[config.mk]
export PLATFORM = sky130hd
export DESIGN_NAME = odd_cnt_arbiter
export DESIGN_NICKNAME = d
export VERILOG_FILES = /design/src/rtl/odd_cnt_arb_pkg.sv /design/src/rtl/odd_cnt_core.sv /design/src/rtl/odd_cnt_arbiter.sv
export SDC_FILE = /design/constraint.sdc
export NUM_CORES = 1
export LEC_CHECK = 0
export ABC_AREA = 1
export ABC_CLOCK_PERIOD_IN_PS = 1670
export CAP_MARGIN = 10
export CELL_PAD_IN_SITES_DETAIL_PLACEMENT = 0
export CELL_PAD_IN_SITES_GLOBAL_PLACEMENT = 1
export CORE_MARGIN = 3
export CORE_UTILIZATION = 34
export DETAILED_ROUTE_END_ITERATION = 7
export PLACE_DENSITY_LB_ADDON = 0.08
export SKIP_LAST_GASP = 1
export SLEW_MARGIN = 40
export SYNTH_ARGS = -nofsm -noshare
export SYNTH_HDL_FRONTEND = slang
export SYNTH_HIERARCHICAL = 1
export SYNTH_SLANG_ARGS = --single-unit
[constraint.sdc]
create_clock -name clk -period 1.67 [get_ports clk]
set_input_delay 0.4175 -clock clk [delete_from_list [all_inputs] [get_ports clk]]
set_output_delay 0.4175 -clock clk [all_outputs]
set_load 0.03 [all_outputs]
[src/rtl/odd_cnt_arb_pkg.sv]
// odd_cnt_arb_pkg: shared FSM encoding and default sizing for the odd-counter arbiter.
package odd_cnt_arb_pkg;

    typedef enum logic [1:0] {
        IDLE  = 2'd0,
        GRANT = 2'd1,
        GAP   = 2'd2
    } state_t;

    localparam int DEF_NREQ      = 4;
    localparam int DEF_WIDTH     = 8;
    localparam int DEF_MAX_BURST = 4;

endpackage

[src/rtl/odd_cnt_core.sv]
// odd_cnt_core: WIDTH-bit odd-number generator, starts at 1 and steps by 2 per enabled edge.
module odd_cnt_core #(
    parameter int WIDTH = 8
) (
    input  logic             clk,
    input  logic             reset,
    input  logic             en,
    output logic [WIDTH-1:0] cnt_o
);

    // Natural modulo wrap keeps bit 0 set, so 2^WIDTH-1 rolls to 1.
    always_ff @(posedge clk or posedge reset) begin
        if (reset)
            cnt_o <= WIDTH'(1);
        else if (en)
            cnt_o <= cnt_o + WIDTH'(2);
    end

endmodule

[src/rtl/odd_cnt_arbiter.sv]
// odd_cnt_arbiter: round-robin arbiter sharing one odd-number generator among NREQ requesters,
// bounded bursts of MAX_BURST beats with a one-cycle turnaround gap between grants.
module odd_cnt_arbiter
    import odd_cnt_arb_pkg::*;
#(
    parameter int NREQ      = DEF_NREQ,
    parameter int WIDTH     = DEF_WIDTH,
    parameter int MAX_BURST = DEF_MAX_BURST
) (
    input  logic             clk,
    input  logic             reset,
    input  logic [NREQ-1:0]  req_i,
    output logic [NREQ-1:0]  gnt_o,
    output logic             valid_o,
    output logic [WIDTH-1:0] cnt_o,
    output logic             busy_o
);

    localparam int OW = (NREQ > 1) ? $clog2(NREQ) : 1;
    localparam int BW = $clog2(MAX_BURST + 1);

    state_t        state, nxt;
    logic [OW-1:0] last_owner, pick, idx, nxt_owner;
    logic [BW-1:0] beat;
    logic          last_beat;

    // Scan from farthest to nearest so the requester right after last_owner wins.
    always_comb begin
        pick = last_owner;
        idx  = '0;
        for (int k = NREQ; k >= 1; k--) begin
            idx = OW'((int'(last_owner) + k) % NREQ);
            if (req_i[idx])
                pick = idx;
        end
    end

    assign last_beat = beat == BW'(MAX_BURST - 1);
    assign nxt_owner = (state == GRANT) ? last_owner : pick;

    always_ff @(posedge clk or posedge reset) begin
        if (reset) begin
            state      <= IDLE;
            last_owner <= OW'(NREQ - 1);
            beat       <= '0;
            gnt_o      <= '0;
        end else begin
            state      <= nxt;
            gnt_o      <= (nxt == GRANT) ? NREQ'(1) << nxt_owner : '0;
            last_owner <= (nxt == GRANT) ? nxt_owner : last_owner;
            beat       <= (state != GRANT) ? '0 : (valid_o ? beat + BW'(1) : beat);
        end
    end

    always_comb begin
        nxt = (state == GRANT) ? ((!req_i[last_owner] || last_beat) ? GAP : GRANT)
                               : (|req_i ? GRANT : IDLE);
    end

    always_comb begin
        valid_o = (state == GRANT) && req_i[last_owner];
        busy_o  = state != IDLE;
    end

    odd_cnt_core #(.WIDTH(WIDTH)) u_core (
        .clk   (clk),
        .reset (reset),
        .en    (valid_o),
        .cnt_o (cnt_o)
    );

endmodule

==> run summary, run 1 <==
The first global-routing pass estimated 3608 um of wire. The all-layer global routing usage was 0.1151; the data arrival at the endpoint of the critical path was 1480 ps. The synthesized design contains 0 enable-type register cells. Static timing analysis puts the maximum clock frequency at 526.2 MHz. In this run, synthesis produced a sequential element count of 18.

The violation count after the first detailed-routing iteration came out at 24. The final layout contains routed wiring with a total length of 2131 um. For the worst-skew pair, the clock arrives at the later sink with an insertion delay of 290 ps. The flow ran to the end, but the final reports show violations. Routability-driven placement finished with a final weighted congestion of 0.8344. The run gives 0.8614 nW as the leakage power. The run gives 4 as the iteration count of the initial detailed-routing pass. Routing usage on met3: 0.03423. On the final layout, the worst hold slack is 381.3 ps. The total area inside the core boundary comes to 2877 um2. The tools report the required time of the critical path as 1250 ps.

The proportion of register bits with asynchronous set or reset after synthesis is 1.000. The tools report the critical path capture point type as a primary output. Antenna diode count: 0. The design draws 3.621 mW. The final critical-path setup slack was -230.3 ps; the total die area was 3860 um2. Number of buffers inserted during clock tree synthesis: 3. The count of input and output buffers came out at 18. The clock sink count is 18.

The synthesized design spends more area on one cell type than any other, namely dfrtp_1. Counting the fill cells in the layout gives 271. Setup violations remaining at the end of the flow were counted as 9. The mean instance size in the synthesized netlist was 8.433 um2; the area added between synthesis and finish was 51.64%. The logs give 1 for the depth of the CTS H-tree and 0.4229 for the share of synthesized area occupied by flip-flops and latches. The cell sitting at the root of the clock tree is a clkbuf_4. The logs give 0.1774 for the met2 layer usage reported by global route and 1665 um for the sum of net half-perimeters after detailed placement. The number of nets handed over by synthesis was 136. The dominant register cell in the synthesized netlist is dfrtp_1. Setup repair after global routing could not meet its margin everywhere. The class of the most critical hold timing path is primary input to async pin. Dividing the detail-routed wire length by the instance count gives 10.05 um.

No sink is reached through more buffers than the 2 on the longest clock path. The final clock period utilization by the worst path is 1.138, and the number of rows in the core area is 19. The final hold violation count is 0. The count of nets left with antenna violations once routing finished came out at 0. The final reports fail on negative setup slack.

The placed instance count is 203, and the via-per-instance ratio is 4.236. Leading cell type by number of instances after synthesis: nand2_1. For this design the top-level I/O count stands at 20.

After synthesis, the most frequently instantiated cells are 34 x nand2_1, 16 x dfrtp_1, 16 x inv_1. Yosys attributes the largest share of cell area to dfrtp_1 37%, nand2_1 12%, nand2_2 6.4%, inv_1 5.6%, dfstp_2 4.9%. The ratio of total power to cell area is 2229 nW/um2.

The clock skew is 7.936 ps, and the count of mapped cells out of synthesis is 127. In this run the cell area of the synthesized design comes to 1071 um2. The layout cell share with drive strength beyond 1 was 0.4529; the vertical die dimension was 62.13 um. The overall via count from detail_route is 898, and the CTS clock-pin slew for the worst setup and hold paths is 100 ps. The global routing's busiest layer was met2. IR analysis of the VDD net gives a maximum drop of 0.001047 V. TritonCTS built the clock tree. For this run, the number of Yosys warnings is 6.

Global routing finished with a remaining overflow of 0. Number of antenna violations at the first check in global routing: 0. The number of pins exceeding their max-slew limit in the final report came out at 0. The number of distinct library cell variants in the gate-level netlist after synthesis was 29; the final critical path time including I/O delays and setup was 1900 ps. The final instance count without filler cells is 212, and the area share of the largest cell type after synthesis is 0.3738.

The critical path is of the flop to primary output type. The count of maximum capacitance violations was 0; the met1 layer usage reported by global route was 0.1600. Along the worst path, the maximum fanout reaches 4. The launching element type of the critical path is a flop. The starting density of the core is 0.3723, and the DRC violations left is 0. Entering global routing, the biggest net connects 12 pins.

For flop-to-flop paths, the worst setup slack is -160 ps. The via count of the first global-routing pass was 850; the number of nets at the end of the flow was 180. In this run the horizontal extent of the chip is 62.13 um.
## critical path: stages, from the launching register on
cell and delay [ps]:
dfstp_2 610, inv_6 50, nand2_4 50, nand2_2 40
o21a_4 200, nor2_4 100, buf_6 140
## power by group
part | internal (mW) | total (mW) | switching, mW
sequential | 0.646 | 0.795 | 0.149
combinational | 1.15 | 2.57 | 1.42
clock | 0.133 | 0.261 | 0.128
total | 1.93 | 3.62 | 1.69
## final cells by class
type	count	area [um2]	share of cell area
multi-input combinational	87	629.4	0.3875
sequential	18	452.9	0.2789
timing repair buffer	41	372.9	0.2296
inverter	20	80.08	0.04931
tap	42	52.55	0.03236
clock buffer	4	36.28	0.02234
## routing by layer
metal | share of wire | routed length [um]
met5 | 0 | 0
met2 | 0.48 | 1015
met4 | 0.0061 | 13
met1 | 0.49 | 1037
met3 | 0.031 | 65
## sequential cells by signal, indices dropped and copies added, names as in the netlist
signal,flops
state,2
beat,3
gnt_o,4
u_core/cnt_o,7
last_owner,2
## kinds of logic (layout without fill, tap and decap cells)
family | Yosys count | in the layout | share of synthesized area
AOI/OAI and AO/OA | 7 | 7 | 0.04672
xor gates and xnor gates | 4 | 4 | 0.03272
adders and majority gates | 3 | 3 | 0.03505
buffers and inverters | 22 | 65 | 0.08996
DFF | 18 | 18 | 0.4229
muxes | 1 | 1 | 0.01051
other | 1 | 1 | 0.003501
and+or+nand+nor | 71 | 71 | 0.3586
## path summary, 6_finish.rpt
check | start | end | cells after the start
worst min-delay path | reset | u_core/cnt_o[2] | 2
worst max-delay path | last_owner[0] | valid_o | 6
worst min register to register | u_core/cnt_o[7] | u_core/cnt_o[7] | 2
min in group clk | u_core/cnt_o[7] | u_core/cnt_o[7] | 2
worst max register to register | last_owner[0] | u_core/cnt_o[6] | 13
max in group asynchronous | reset | last_owner[0] | 2
## cell usage in the layout (no fill, tap or decap), types with 3 or more instances in the layout
cell | netlist | final
nand2_2 | 11 | 15
nor2_4 | 4 | 5
nand2_4 | 4 | 10
dlygate4sd2_1 | 0 | 13
xor2_1 | 3 | 3
clkdlybuf4s50_1 | 0 | 3
nand3_2 | 1 | 3
nand3_1 | 9 | 6
clkbuf_4 | 0 | 3
buf_4 | 1 | 18
nand2_1 | 34 | 24
inv_1 | 16 | 15
ha_1 | 3 | 3
dfrtp_1 | 16 | 16
inv_2 | 3 | 4
buf_6 | 1 | 3
## repair_timing
item | CTS | global route
hold buffers | 0 | 0
buffers inserted | 4 | 2
cloned | 0 | 0
pin swaps | 11 | 12
gates resized for setup | 25 | 22
endpoints found under the setup margin | 19 | 14
## stage by stage
step	setup TNS (ps)	cell area (um2)	utilization	setup WS [ps]
floorplan	-464.0	1084	-	-115.8
global placement	-4126	1455	0.5059	-386.6
detailed placement	-4431	1455	0.5059	-396.6
CTS	-650.3	1523	0.5294	-257.9
global route	-2183	1624	0.5646	-311.9
finish	-969.7	1624	0.5646	-230.3
Power figures use the tool's default switching activity.
==> run 2, diff against run 1 <==
- SETUP_SLACK_MARGIN: unset -> 0.4
==> run summary, run 2 (synthesis gave the netlist of run 1 again) <==
The flow ran to the end, but the final reports show violations. The checks that failed: negative setup slack. The switching power as a share of total power came out at 0.4498 (-0.01795). The count of input and output buffers works out to 18 (unchanged). Leaving out fill and tap cells, the most frequent cells in the layout are 34 x buf_4, 30 x nand2_1, 16 x dfrtp_1.

Number of antenna violations at the first check in global routing: 0 (unchanged). The run gives 0 (unchanged) as the final hold violation count. The logs give 18 (unchanged) for the clock sink count and 0 (unchanged) for the DRC violations left. The critical path's top delay family was buffers and inverters. The logs give -170 ps (about the same) for the reg2reg setup slack and -256.5 ps (-26.15 ps) for the final critical-path setup slack. The run gives 0 (unchanged) as the hold-fix buffer count after cts. The residual antenna-violating net count after detailed routing came out at 0 (unchanged).

The all-layer global routing usage was 0.1267 (+0.01152). The tools report the proportion of power drawn by flip-flops and latches as 0.210 (-0.010). Path depth of the worst reg2reg path: 9 (-4).

The number of nets at the end of the flow was 193 (+7.2%). The width of the die is 62.13 um (unchanged). The run gives 0.8398 (+0.65%) as the routability congestion estimate from global placement. The highest cell delay on the worst timing path came out at 450 ps (-160 ps).

The logs give 1510 ps (+30 ps) for the data arrival at the endpoint of the critical path and 0.3723 (unchanged) for the starting density of the core. The ratio of total power to cell area was 2268 nW/um2 (+1.7%). The iteration count of the initial detailed-routing pass was 6 (+2); the buffering stage count on the worst path with inverters included was 3 (+1). The flip-flop count of the largest register after layout is 7 (unchanged), and the sum of net half-perimeters after detailed placement is 1691 um (+1.6%). The fmax is 519.1 MHz (-1.4%), and the area added between synthesis and finish is 56.07%. The required time of the critical path was 1250 ps (about the same). Violation count after the first detailed-routing iteration: 31 (+29%). The tools report the total net switching power as 1.706 mW (+0.70%). The critical path ends at valid_o. Setup repair after global routing could not meet its margin everywhere. The logs give 1 (unchanged) for the depth of the CTS H-tree and 20 (unchanged) for the number of ports placed on the die boundary. The leakage power was 0.8991 nW (+4.4%); the total area of multi-input combinational cells was 578.1 um2 (-8.2%). CTS clock-pin slew for the worst setup and hold paths: 100 ps (about the same). The maximum number of pins on one net before global-route repair came out at 12 (unchanged). The core area came out at 2877 um2 (unchanged). The final clock period utilization by the worst path came out at 1.154 (+0.01566). The library cell used most frequently in the layout, excluding fill and tap cells, is buf_4.

The tools report the launching element type of the critical path as a primary input. The run gives 3860 um2 (unchanged) as the total die area. Endpoint of the lowest-slack register-to-register path: u_core/cnt_o[2]. The vertical die dimension is 62.13 um (unchanged), and the source-to-sink clock delay at the later pin of the worst-skew pair is 290 ps (about the same). Traced cell by cell, the critical path runs through clkdlybuf4s50_1 > inv_1 > nand2_1 > nand3_2 > o21a_4 > nor2_4 > buf_6. Deepest clock path buffer count: 2 (unchanged). The register with the most flip-flops is u_core/cnt_o.

The overall via count from detail_route is 944 (+5.1%), and the final critical path time including I/O delays and setup is 1926 ps (+26.15 ps). The startpoint identified for the worst register-to-register timing path is last_owner[0]. In this run the clock root is driven by a clkbuf_4. The combinational fraction of design power was 0.720 (+0.012).

The path length in cells of the critical path was 7 (+1). The min-delay analysis places its worst path in the category primary input to async pin. The run gives 19 (unchanged) as the number of rows in the core area. The largest registers in the layout are u_core/cnt_o: 7 flops, gnt_o: 4 flops, beat: 3 flops.

The number of buffers inserted during clock tree synthesis was 3 (unchanged); the maximum vdd drop was 0.0009814 V (-6.2%). The largest fanout on the critical path came out at 2 (-2). Layout cell share with drive strength beyond 1: 0.5191 (+0.06618).

The critical path starts at req_i[3]. The tools report the critical path capture point type as a primary output. The internal power is 2.086 mW (+8.2%). The tools report the total grt overflow as 0 (unchanged). The via-per-instance ratio was 4.196 (-0.95%). The slowest stage of the critical path belongs to the cell clkdlybuf4s50_1. The via count of the first global-routing pass is 912 (+7.3%).

The clock power share is 0.070 (-0.002). The run gives 0 (unchanged) as the antenna diode count. The logs give 0 (unchanged) for the count of maximum capacitance violations and 5.565 ps (-2.371 ps) for the clock skew. The tools report the count of fill cells added during filler insertion as 258 (-4.8%). The worst hold slack came out at 378.0 ps (-3.277 ps). The worst setup path is of the primary input to primary output kind. Wire length of the first global-routing pass: 4064 um (+13%). The logs give 3.792 mW (+4.7%) for the total power after layout and 2318 um (+8.8%) for the overall routed net length. The footprint of the flip-flops and latches came out at 452.9 um2 (unchanged). The number of setup violations in the final report was 15 (+6). TritonCTS built the clock tree.

The number of pins exceeding their max-slew limit in the final report is 0 (unchanged), and the routed wire length per instance is 10.30 um (+2.5%).
run 2: cell count changes in the layout (fill, tap and decap cells not counted), moves of 4 or more:
| cell | before | now |
|---|---|---|
| buf_4 | 18 | 34 |
| nand2_1 | 24 | 30 |
| nand2_4 | 10 | 6 |
| buf_6 | 3 | 15 |
| dlygate4sd2_1 | 13 | 2 |
run 2: worst min-delay path by stage:
stage / endpoint / slack (ps) / depth (start not counted)
2_1_floorplan: u_core/cnt_o[1] / 220 / 1
3_3_place_gp: u_core/cnt_o[7] / 480 / 2
3_5_place_dp: beat[0] / 480 / 1
4_1_cts: u_core/cnt_o[5] / 380 / 2
5_1_grt: u_core/cnt_o[6] / 380 / 2
6_report: u_core/cnt_o[4] / 380 / 2
run 2: layout make-up:
cell class / count / share of cell area
multi-input cells: 87 / 0.3458
clock buffers: 4 / 0.02171
inverters: 20 / 0.04790
flip-flops and latches: 18 / 0.2710
well taps: 42 / 0.03144
repair buffers: 54 / 0.2822
run 2: metrics by stage:
step	cell area (um2)	util	TNS (ps)	instances	worst slack (ps)
after floorplan	1084	-	-462.8	127	-115.7
after global placement	1438	0.4998	-4119	204	-346.0
after detailed placement	1438	0.4998	-4403	204	-377.3
after CTS	1600	0.5563	-768.7	221	-252.8
after global routing	1672	0.5811	-3840	225	-334.1
final	1672	0.5811	-2090	225	-256.5
run 2: repair_timing:
item,CTS,global route
resized for setup,91,12
buffers inserted,13,4
pin swaps,7,4
endpoints found under the setup margin,31,31
endpoints found under the hold margin,0,0
run 2: layer usage:
metal  GRT usage  part of all wire
met5           0                 0
met4     0.01657                 0
met3     0.03243             0.025
met2      0.1976              0.49
met1      0.1813              0.48
run 2: worst reg2reg max path, delay by kind of cell (launching register included):
| kind | cells | cell delay [ps] |
|---|---|---|
| AO/OA/AOI/OAI | 1 | 130 |
| buffers and inverters | 4 | 520 |
| flip-flops | 1 | 600 |
| multiplexers | 1 | 310 |
| AND/OR/NAND/NOR | 3 | 170 |
run 2: power by group through the flow:
stage,registers (mW),clock network (mW),logic (mW)
after floorplan,1.01,0,1.23
after global placement,0.819,0,2.14
after detailed placement,0.825,0,2.14
after CTS,0.791,0.279,2.55
after global routing,0.828,0.301,2.99
final,0.798,0.265,2.73
==> run 3, diff against run 2 <==
- CTS_CLUSTER_SIZE: unset -> 14
- HOLD_SLACK_MARGIN: unset -> 0.06
==> results of run 3 <==
No change in the layout: final DEF, timing and power equal those of run 2.
